**config.mk**
```make
export PLATFORM = sky130hd
export DESIGN_NAME = sensor_adc_reader
export DESIGN_NICKNAME = d
export VERILOG_FILES = /design/src/rtl/wq_pkg.sv /design/src/rtl/spi_frame_engine.sv /design/src/rtl/sensor_adc_reader.sv
export SDC_FILE = /design/constraint.sdc
export NUM_CORES = 1
export LEC_CHECK = 0
export CORE_UTILIZATION = 30
export CTS_BUF_LIST = sky130_fd_sc_hd__clkbuf_8 sky130_fd_sc_hd__clkbuf_16
export DETAILED_ROUTE_END_ITERATION = 12
export MAX_ROUTING_LAYER = met4
export SYNTH_ARGS = -nofsm -noshare
export SYNTH_HDL_FRONTEND = slang
export SYNTH_SLANG_ARGS = --single-unit
```
**constraint.sdc**
```tcl
create_clock -name clk -period 2.6 [get_ports clk]
set_input_delay 0.78 -clock clk [delete_from_list [all_inputs] [get_ports clk]]
set_output_delay 0.78 -clock clk [all_outputs]
set_load 0.02 [all_outputs]
```
**src/rtl/wq_pkg.sv**
```systemverilog
// Shared types and constants for the water-quality acquisition front end.
// Holds the reader FSM states, the ADC command bits and the level range.
// No logic of its own beyond the per-period command-bit lookup.
package wq_pkg;

  typedef enum logic [2:0] {
    IDLE,
    CS_SETUP,
    SHIFT,
    CS_HOLD,
    DONE
  } adc_state_t;

  // Command bits sent at the head of every frame (single-ended, MSB first)
  localparam logic CMD_START = 1'b1;
  localparam logic CMD_SGL   = 1'b1;
  localparam logic CMD_MSBF  = 1'b1;

  localparam int LEVEL_MAX     = 9;
  localparam int LEVEL_W       = 4;
  localparam int FRAME_PERIODS = 16;
  localparam int NULL_PERIOD   = 4;

  // MOSI value for a given SCLK period; period 2 carries the channel (ODD) bit
  function automatic logic cmd_bit(input logic [3:0] period, input logic ch);
    logic b;
    case (period)
      4'd0:    b = CMD_START;
      4'd1:    b = CMD_SGL;
      4'd2:    b = ch;
      4'd3:    b = CMD_MSBF;
      default: b = 1'b0;
    endcase
    return b;
  endfunction

endpackage

```
**src/rtl/spi_frame_engine.sv**
```systemverilog
// Shifts one 16-period SPI frame: drives SCLK/MOSI, samples null bit + result on MISO.
// Latency: done is asserted combinationally on the final SCLK falling edge, 32*CLK_DIV cycles after go.
// No backpressure: once started the frame runs to completion unless reset.
module spi_frame_engine
  import wq_pkg::*;
#(
  parameter int CLK_DIV  = 25,
  parameter int ADC_BITS = 10
) (
  input  logic                clk,
  input  logic                rst,
  input  logic                go,
  input  logic                ch,
  input  logic                miso,
  output logic                sclk,
  output logic                mosi,
  output logic                done,
  output logic                null_bit,
  output logic [ADC_BITS-1:0] result
);

  localparam int DW = $clog2(CLK_DIV);
  localparam logic [3:0] FIRST_CAP   = 4'(NULL_PERIOD);
  localparam logic [3:0] LAST_CAP    = 4'(NULL_PERIOD + ADC_BITS);
  localparam logic [3:0] LAST_PERIOD = 4'(FRAME_PERIODS - 1);

  logic              active;
  logic [DW-1:0]     div_cnt;
  logic [3:0]        period;
  logic [ADC_BITS:0] shreg;
  logic              half_end;

  assign half_end = active && (div_cnt == DW'(CLK_DIV - 1));
  assign done     = half_end && sclk && (period == LAST_PERIOD);
  // Null bit is the first bit captured, so it ends up at the top of the shifter
  assign null_bit = shreg[ADC_BITS];
  assign result   = shreg[ADC_BITS-1:0];

  // SCLK half-period divider, period counter, MOSI update on falls, MISO capture on rises
  always_ff @(posedge clk) begin
    if (rst) begin
      active  <= 1'b0;
      div_cnt <= '0;
      period  <= '0;
      sclk    <= 1'b0;
      mosi    <= 1'b0;
      shreg   <= '0;
    end else if (go) begin
      active  <= 1'b1;
      div_cnt <= '0;
      period  <= '0;
      sclk    <= 1'b0;
      mosi    <= cmd_bit(4'd0, ch);
    end else if (active) begin
      if (half_end) begin
        div_cnt <= '0;
        if (!sclk) begin
          sclk <= 1'b1;
          if (period >= FIRST_CAP && period <= LAST_CAP) begin
            shreg <= {shreg[ADC_BITS-1:0], miso};
          end
        end else begin
          sclk <= 1'b0;
          if (period == LAST_PERIOD) begin
            active <= 1'b0;
            mosi   <= 1'b0;
          end else begin
            period <= period + 4'd1;
            mosi   <= cmd_bit(period + 4'd1, ch);
          end
        end
      end else begin
        div_cnt <= div_cnt + 1'b1;
      end
    end
  end

endmodule

```
**src/rtl/sensor_adc_reader.sv**
```systemverilog
// Periodically reads ADC channels 0 (water) and 1 (gas) and quantises each to a 0-9 level.
// Latency: request sampled at edge N -> level_valid in the cycle after edge N+1+68*CLK_DIV.
// Requests arriving while busy collapse into a single pending pair run after the current one.
module sensor_adc_reader
  import wq_pkg::*;
#(
  parameter int CLK_DIV       = 25,
  parameter int SAMPLE_PERIOD = 50000,
  parameter int ADC_BITS      = 10
) (
  input  logic                clk,
  input  logic                rst,
  input  logic                start,
  input  logic                adc_miso,
  output logic                adc_cs_n,
  output logic                adc_sclk,
  output logic                adc_mosi,
  output logic [3:0]          water_level,
  output logic [3:0]          gas_level,
  output logic [ADC_BITS-1:0] water_raw,
  output logic [ADC_BITS-1:0] gas_raw,
  output logic                level_valid,
  output logic                busy,
  output logic                adc_err
);

  localparam int TW = $clog2(SAMPLE_PERIOD);
  localparam int CW = $clog2(CLK_DIV);

  adc_state_t          state, state_nxt;
  logic [TW-1:0]       tmr;
  logic                tick;
  logic                pending;
  logic                ch;
  logic [CW-1:0]       cnt;
  logic                phase_end;
  logic                eng_go;
  logic                eng_done;
  logic                eng_null;
  logic [ADC_BITS-1:0] eng_result;

  // min(LEVEL_MAX, code*10 / 2^ADC_BITS) with 4 bits of headroom for the x10
  function automatic logic [LEVEL_W-1:0] quantise(input logic [ADC_BITS-1:0] code);
    logic [ADC_BITS+3:0] scaled;
    scaled = ({4'b0000, code} * (ADC_BITS + 4)'(10)) >> ADC_BITS;
    if (scaled > (ADC_BITS + 4)'(LEVEL_MAX)) return LEVEL_W'(LEVEL_MAX);
    return scaled[LEVEL_W-1:0];
  endfunction

  assign tick        = (tmr == TW'(SAMPLE_PERIOD - 1));
  assign phase_end   = (cnt == CW'(CLK_DIV - 1));
  assign adc_cs_n    = !((state == CS_SETUP) || (state == SHIFT));
  assign busy        = (state != IDLE);
  assign level_valid = (state == DONE);

  spi_frame_engine #(
    .CLK_DIV (CLK_DIV),
    .ADC_BITS(ADC_BITS)
  ) u_engine (
    .clk     (clk),
    .rst     (rst),
    .go      (eng_go),
    .ch      (ch),
    .miso    (adc_miso),
    .sclk    (adc_sclk),
    .mosi    (adc_mosi),
    .done    (eng_done),
    .null_bit(eng_null),
    .result  (eng_result)
  );

  // Free-running sample timer, wraps every SAMPLE_PERIOD cycles
  always_ff @(posedge clk) begin
    if (rst || tick) tmr <= '0;
    else             tmr <= tmr + 1'b1;
  end

  // Pending request; a new request wins over the clear so none is lost
  always_ff @(posedge clk) begin
    if (rst)                            pending <= 1'b0;
    else if (tick || start)             pending <= 1'b1;
    else if (state == IDLE && pending)  pending <= 1'b0;
  end

  // FSM state register
  always_ff @(posedge clk) begin
    if (rst) state <= IDLE;
    else     state <= state_nxt;
  end

  // Next-state logic and engine kick-off at the end of chip-select setup
  always_comb begin
    state_nxt = state;
    eng_go    = 1'b0;
    case (state)
      IDLE:     if (pending) state_nxt = CS_SETUP;
      CS_SETUP: if (phase_end) begin
                  state_nxt = SHIFT;
                  eng_go    = 1'b1;
                end
      SHIFT:    if (eng_done) state_nxt = CS_HOLD;
      CS_HOLD:  if (phase_end) state_nxt = ch ? DONE : CS_SETUP;
      DONE:     state_nxt = IDLE;
      default:  state_nxt = IDLE;
    endcase
  end

  // Setup/hold phase counter, restarted on every state change
  always_ff @(posedge clk) begin
    if (rst || (state_nxt != state))                cnt <= '0;
    else if (state == CS_SETUP || state == CS_HOLD) cnt <= cnt + 1'b1;
  end

  // Channel sequencing: channel 0 first, then channel 1
  always_ff @(posedge clk) begin
    if (rst)                                      ch <= 1'b0;
    else if (state == IDLE && pending)            ch <= 1'b0;
    else if (state == CS_HOLD && phase_end && !ch) ch <= 1'b1;
  end

  // Result capture at frame end; a set null bit keeps the old reading and flags an error
  always_ff @(posedge clk) begin
    if (rst) begin
      water_raw   <= '0;
      gas_raw     <= '0;
      water_level <= '0;
      gas_level   <= '0;
      adc_err     <= 1'b0;
    end else if (state == SHIFT && eng_done) begin
      if (eng_null) begin
        adc_err <= 1'b1;
      end else begin
        adc_err <= 1'b0;
        if (ch) begin
          gas_raw   <= eng_result;
          gas_level <= quantise(eng_result);
        end else begin
          water_raw   <= eng_result;
          water_level <= quantise(eng_result);
        end
      end
    end
  end

endmodule

```
==> flow_summary.ini, run 1 <==
[sta]
setup_tns_ns = 0
fin_worst_skew_ns = 0.00747
setup_ws_ns = 0.135
hold_viol = 0
setup_viol_count_final = 0
period_share_pct = 94.8
finalCriticalPeriod_ns = 2.46
worstMarginPinSlew_ns = 0.533
slew_headroom_pct = 64.4
timing.final.max_slew_violations = 0
rsz0062_at_grt = false
fmax_ghz = 0.406

[power_and_ir_drop]
intPower_uw = 2190
power_density_nw_per_um2 = 602
p_switching_uw = 538
p_leak_uw = 0.00167
peakVddDrop_mv = 0.321
power_frac_seq_pct = 44.5
comb_power_share_pct = 2.4
switching_share_pct = 19.7
p_clk_share_pct = 53.2

[die]
die_h_um = 113
dieArea_um2 = 12700
io_pins = 38
die_x_um = 113
start_util_pct = 30.8
num_rows = 40
coreArea_um2 = 12000

[global_route]
antenna_found_initial = 0
grt_use_total_pct = 13.5
grt_pass1_wl_mm = 13.5
grt_pass1_vias = 2882
grt_overflow_total = 0
grt_max_degree = 45

[critical_path]
startpoint_type = flop
r2r_cells = 7
critPathKind = reg -> out
worstSetupEndpointType = primary output
worstPathMaxFanout = 9
crit_required_ns = 1.82
cp.arrival_ns = 1.68

[yosys]
asyncSetResetFlopFracSynth_pct = 0
synth_warnings = 0
syn_nets = 443
avgSynthCellArea_um2 = 8.87
synth_seq_cells = 78
synthCells = 415
synth_enable_flop_cells = 0
synth.distinct_cells = 53
synth_ff_type = dfxtp_1
synth.yosys.seq_area_share_pct = 42.4
syn-cell-area_um2 = 3680

[finish]
final_cell_mix = dfxtp_1, nand2_1, nor2_1, clkdlybuf4s50_1, a21oi_1
final_common_cell = dfxtp_1
nNetsFinal = 479
antennaDiodeCount = 0
stdcell_count = 603
synthToLayoutAreaGrowth_pct = 23.1
drive_gt1_share_pct = 9.87

[hold_path]
hp-class = reg -> reg
holdPathStages = 2

[clock_network]
h-tree-depth = 3
cts_tree = built
clk_latency_ns = 0.33
cts_max_path_buffers = 2
clockRootBuffer = clkbuf_16
cts_buffers = 9
cts.sinks = 78
path_clk_slew_ns = 0.06
postCtsHoldBufs = 0

[drt]
initialDrtViolationCount = 121
drc_errors = 0
ant_nets = 0
via_per_inst = 4.86
dr_total_vias = 2928
first_pass_iters = 5
wl_per_cell_um = 13.0
routed_wl_mm = 7.82

[placed_design]
place_ws_ns = 0.336
post-dp-hpwl_mm = 5.41
dp.cells = 587
gp_congestion = 0.803
io_buffers = 37

[status]
status = finished clean

[job]
cap_violations = 0
[cell type report]
cell class | instances | area [um2]
clock buffer | 10 | 239
timing repair buffer | 44 | 418
clock inverter | 6 | 109
inverter | 15 | 56.3
fill | 1202 | 7430
tap | 147 | 184
multi-input combinational | 303 | 1960
sequential | 78 | 1560
[per-stage QoR]
step	area [um2]	hold slack (ns)	power, uW	utilization (%)
finish	4530	0.453	2730	37.9
global route	4530	0.481	2810	37.9
CTS	4520	0.458	2770	37.8
detailed placement	4180	0.446	1300	34.9
global placement	4180	0.430	1300	34.9
floorplan	3680	0.418	1290	-
[sequential cells by signal, indices dropped and copies added, names as in the netlist]
signal and flops:
adc_err 1, ch 1, cnt 5, gas_level 4, gas_raw 10, pending 1
state 3, tmr 16, u_engine.active 1, u_engine.div_cnt 5, u_engine.mosi 1, u_engine.period 4
u_engine.sclk 1, u_engine.shreg 11, water_level 4, water_raw 10
[critical path, cell delays in order (launching register included)]
cell	delay, ns
dfxtp_1	0.40
nor3_2	0.31
inv_1	0.10
clkdlybuf4s50_1	0.55
[cell usage after synthesis, types with 2 or more instances]
cell type,instances,share of area [%]
dfxtp_1,78,42
nand2_1,61,6.2
nor2_1,57,5.8
a21oi_1,25,3.4
ha_1,24,8.2
inv_1,15,1.5
mux2i_1,15,4.1
xor2_1,14,3.3
xnor2_1,10,2.4
clkbuf_1,9,0.92
nor3_1,9,1.2
a211oi_1,8,1.6
a21oi_2,8,1.9
nand3_1,8,1.1
nand4_1,8,1.4
nand2b_1,6,1.0
nor4_1,5,0.85
o21ai_0,5,0.68
buf_2,4,0.54
buf_6,3,0.92
nand3b_1,3,0.61
nor2b_1,3,0.51
o41ai_1,3,0.71
and3_1,2,0.34
buf_4,2,0.41
or2_2,2,0.34
or3_1,2,0.34
[final timing paths]
kind | end | slack [ns] | start
setup reg to reg | water_level[1] | 0.32 | u_engine.shreg[6]
setup / recovery | busy | 0.14 | state[0]
hold / removal | gas_raw[7] | 0.45 | gas_raw[7]
hold reg to reg | gas_raw[7] | 0.45 | gas_raw[7]
[timing repair]
action	CTS	global route
endpoints found under the setup margin	0	2
resized for setup	0	2
buffers inserted	0	0
[per-layer routing]
metal	vias to the layer above	global-route usage, %	wire length, um
li1	1493	-	-
met3	9	2.20	193
met2	30	21.8	3790
met4	0	6.13	103
met5	-	-	0
met1	1396	16.6	3730
[logic make-up after synthesis]
kind of cell               Yosys count  share of synthesized area, %
and+or+nand+nor                    180                          23.7
DFF                                 78                          42.4
AOI/OAI and AO/OA                   60                          11.5
buffers and inverters               34                          4.42
xor gates and xnor gates            24                          5.71
adders and majority gates           24                          8.16
muxes                               15                          4.08
[power groups by stage]
stage,Sequential [uW],Combinational [uW],Clock (uW)
floorplan,1230,50.9,0
global placement,1240,64.3,0
detailed placement,1240,64.8,0
CTS,1210,65.9,1490
global route,1210,71.8,1530
finish,1210,64.6,1450
Note: power is estimated with default switching activity, not from simulation.
==> inputs of run 2 (changes only) <==
--- a/config.mk
+++ b/config.mk
@@ -9,6 +9,7 @@
 export CTS_BUF_LIST = sky130_fd_sc_hd__clkbuf_8 sky130_fd_sc_hd__clkbuf_16
 export DETAILED_ROUTE_END_ITERATION = 12
 export MAX_ROUTING_LAYER = met4
+export SLEW_MARGIN = 30
 export SYNTH_ARGS = -nofsm -noshare
 export SYNTH_HDL_FRONTEND = slang
 export SYNTH_SLANG_ARGS = --single-unit
==> constraint.sdc (replaced) <==
create_clock -name clk -period 2.55 [get_ports clk]
set_input_delay 0.765 -clock clk [delete_from_list [all_inputs] [get_ports clk]]
set_output_delay 0.765 -clock clk [all_outputs]
set_load 0.02 [all_outputs]
==> run 2 against run 1 <==
Combinational power increased by 2%. Cell area decreased by 1.1%. Clock-buffer cell count unchanged. Die area unchanged. First-iteration DRC count increased by 16%. Via count unchanged. Cell count decreased by 0.17%. Worst hold slack got worse by 0.0064 ns. Critical path depth decreased by 1. Largest cell class unchanged.
==> flow_summary.ini, run 2 (synthesis gave the netlist of run 1 again) <==
[critical_path]
crit_path_cell_trace = nor3b_1 > clkdlybuf4s50_1
crit_required_ns = 1.79
startpoint_type = flop
crit_path_max_incr_delay_ns = 0.67
cp_num_buf_inv = 1
timing.rr.start = u_engine.shreg[6]
critPathKind = reg -> out
slowest_stage = clkdlybuf4s50_1
worstSetupEndpointType = primary output
critPathTopFamily = buffers and inverters
cp.arrival_ns = 1.72
worstPathMaxFanout = 9
crit_start = state[0]

[drt]
initialDrtViolationCount = 140
ant_nets = 0
drc_errors = 0
routed_wl_mm = 7.99
dr_total_vias = 2928
first_pass_iters = 4
via_per_inst = 4.86
wl_per_cell_um = 13.3

[hold_path]
hp-class = reg -> reg
hold_path.startpoint = tmr[0]

[power_and_ir_drop]
p_clk_share_pct = 49.6
p_switching_uw = 555
switching_share_pct = 21.5
p_leak_uw = 0.00163
power_density_nw_per_um2 = 577
intPower_uw = 2030
comb_power_share_pct = 2.5
peakVddDrop_mv = 0.306
power_frac_seq_pct = 47.8
total_power_uw = 2580

[clock_network]
cts.sinks = 78
cts_tree = built
clockRootBuffer = clkbuf_16
cts_max_path_buffers = 2
cts_setup_buffers = 0
cts_buffers = 9
path_clk_slew_ns = 0.06
h-tree-depth = 3
postCtsHoldBufs = 0
cts_resized = 0
clk_latency_ns = 0.33

[status]
status = finished clean

[sta]
setup_viol_count_final = 0
finalCriticalPeriod_ns = 2.48
fmax_ghz = 0.403
setup_tns_ns = 0
slew_headroom_pct = 62.3
worstMarginPinSlew_ns = 0.565
period_share_pct = 97.4
timing.final.max_slew_violations = 0
rsz0062_at_grt = false
fin_worst_skew_ns = 0.00566
hold_viol = 0

[global_route]
grt-busiest-layer = met2
met2_usage_pct = 23.1
antenna_found_initial = 0
grt_overflow_total = 0
grt_use_total_pct = 13.8
gr-usage-met1_pct = 16.4
grt_pass1_wl_mm = 13.5
grt_max_degree = 45
grt_util_met3_pct = 2.57
grt_pass1_vias = 2857

[job]
cap_violations = 0

[die]
dieArea_um2 = 12700
coreArea_um2 = 12000
die_h_um = 113
io_pins = 38
num_rows = 40
start_util_pct = 30.8
die_x_um = 113

[finish]
n_fill_cell = 1172
nNetsFinal = 479
fin_util_pct = 37.5
regArea_um2 = 1560
drive_gt1_share_pct = 9.67
regMostFlops = tmr
largest_reg_flops = 16
final_cell_mix = dfxtp_1, nand2_1, nor2_1, clkdlybuf4s50_1, a21oi_1
synthToLayoutAreaGrowth_pct = 21.8
reg.largest.list = tmr x16, u_engine.shreg x11
final_common_cell = dfxtp_1
antennaDiodeCount = 0
multi_input_area_um2 = 1960

[placed_design]
post-dp-hpwl_mm = 5.48
io_buffers = 37
gp_congestion = 0.797
==> run 2: cell types whose count changed in the layout (fill, tap and decap cells not counted) <==
cell / previous run / this run
bufinv_16: 3 / 1
clkinv_2: 2 / 0
clkinv_4: 1 / 0
clkinvlp_4: 0 / 4
==> run 2: final timing paths <==
check                      end  slack [ns]  cells past startpoint
setup / recovery   level_valid        0.07                      2
hold / removal          tmr[0]        0.45                      1
setup reg to reg  gas_level[1]        0.28                      7
hold reg to reg         tmr[0]        0.45                      1
==> run 2: per-stage QoR <==
stage	setup slack [ns]	hold slack, ns	instances	instance area [um2]
after CTS	0.0142	0.448	602	4480
after global routing	0.0178	0.464	602	4480
after global placement	0.352	0.431	587	4180
final	0.0665	0.446	602	4480
after detailed placement	0.310	0.439	587	4180
after floorplan	0.535	0.418	415	3680
==> run 2: final cells by class <==
| type | count | share of cell area (%) |
|---|---|---|
| clock buffer | 10 | 5.33 |
| clock inverter | 5 | 1.34 |
| inverter | 15 | 1.26 |
| multi-input combinational | 303 | 43.8 |
| sequential | 78 | 34.9 |
| tap | 147 | 4.10 |
| timing repair buffer | 44 | 9.32 |
==> run 2: power by group through the flow <==
stage | Sequential, uW | Clock [uW] | Combinational (uW)
3_3_place_gp | 1260 | 0 | 65.7
4_1_cts | 1240 | 1310 | 66.5
6_report | 1240 | 1280 | 65.8
2_1_floorplan | 1260 | 0 | 51.9
3_5_place_dp | 1260 | 0 | 66.4
5_1_grt | 1240 | 1360 | 74.3
==> run 2: metal layers <==
metal	vias to the layer above	routed length (um)
met2	35	3820
met5	-	0
li1	1495	-
met3	8	178
met4	0	141
met1	1390	3860
==> inputs of run 3 (changes only) <==
--- a/config.mk
+++ b/config.mk
@@ -9,6 +9,7 @@
 export CTS_BUF_LIST = sky130_fd_sc_hd__clkbuf_8 sky130_fd_sc_hd__clkbuf_16
 export DETAILED_ROUTE_END_ITERATION = 12
 export MAX_ROUTING_LAYER = met4
+export SKIP_CTS_REPAIR_TIMING = 1
 export SLEW_MARGIN = 30
 export SYNTH_ARGS = -nofsm -noshare
 export SYNTH_HDL_FRONTEND = slang
==> results of run 3 <==
Final layout, timing and power as in run 2 (identical DEF).
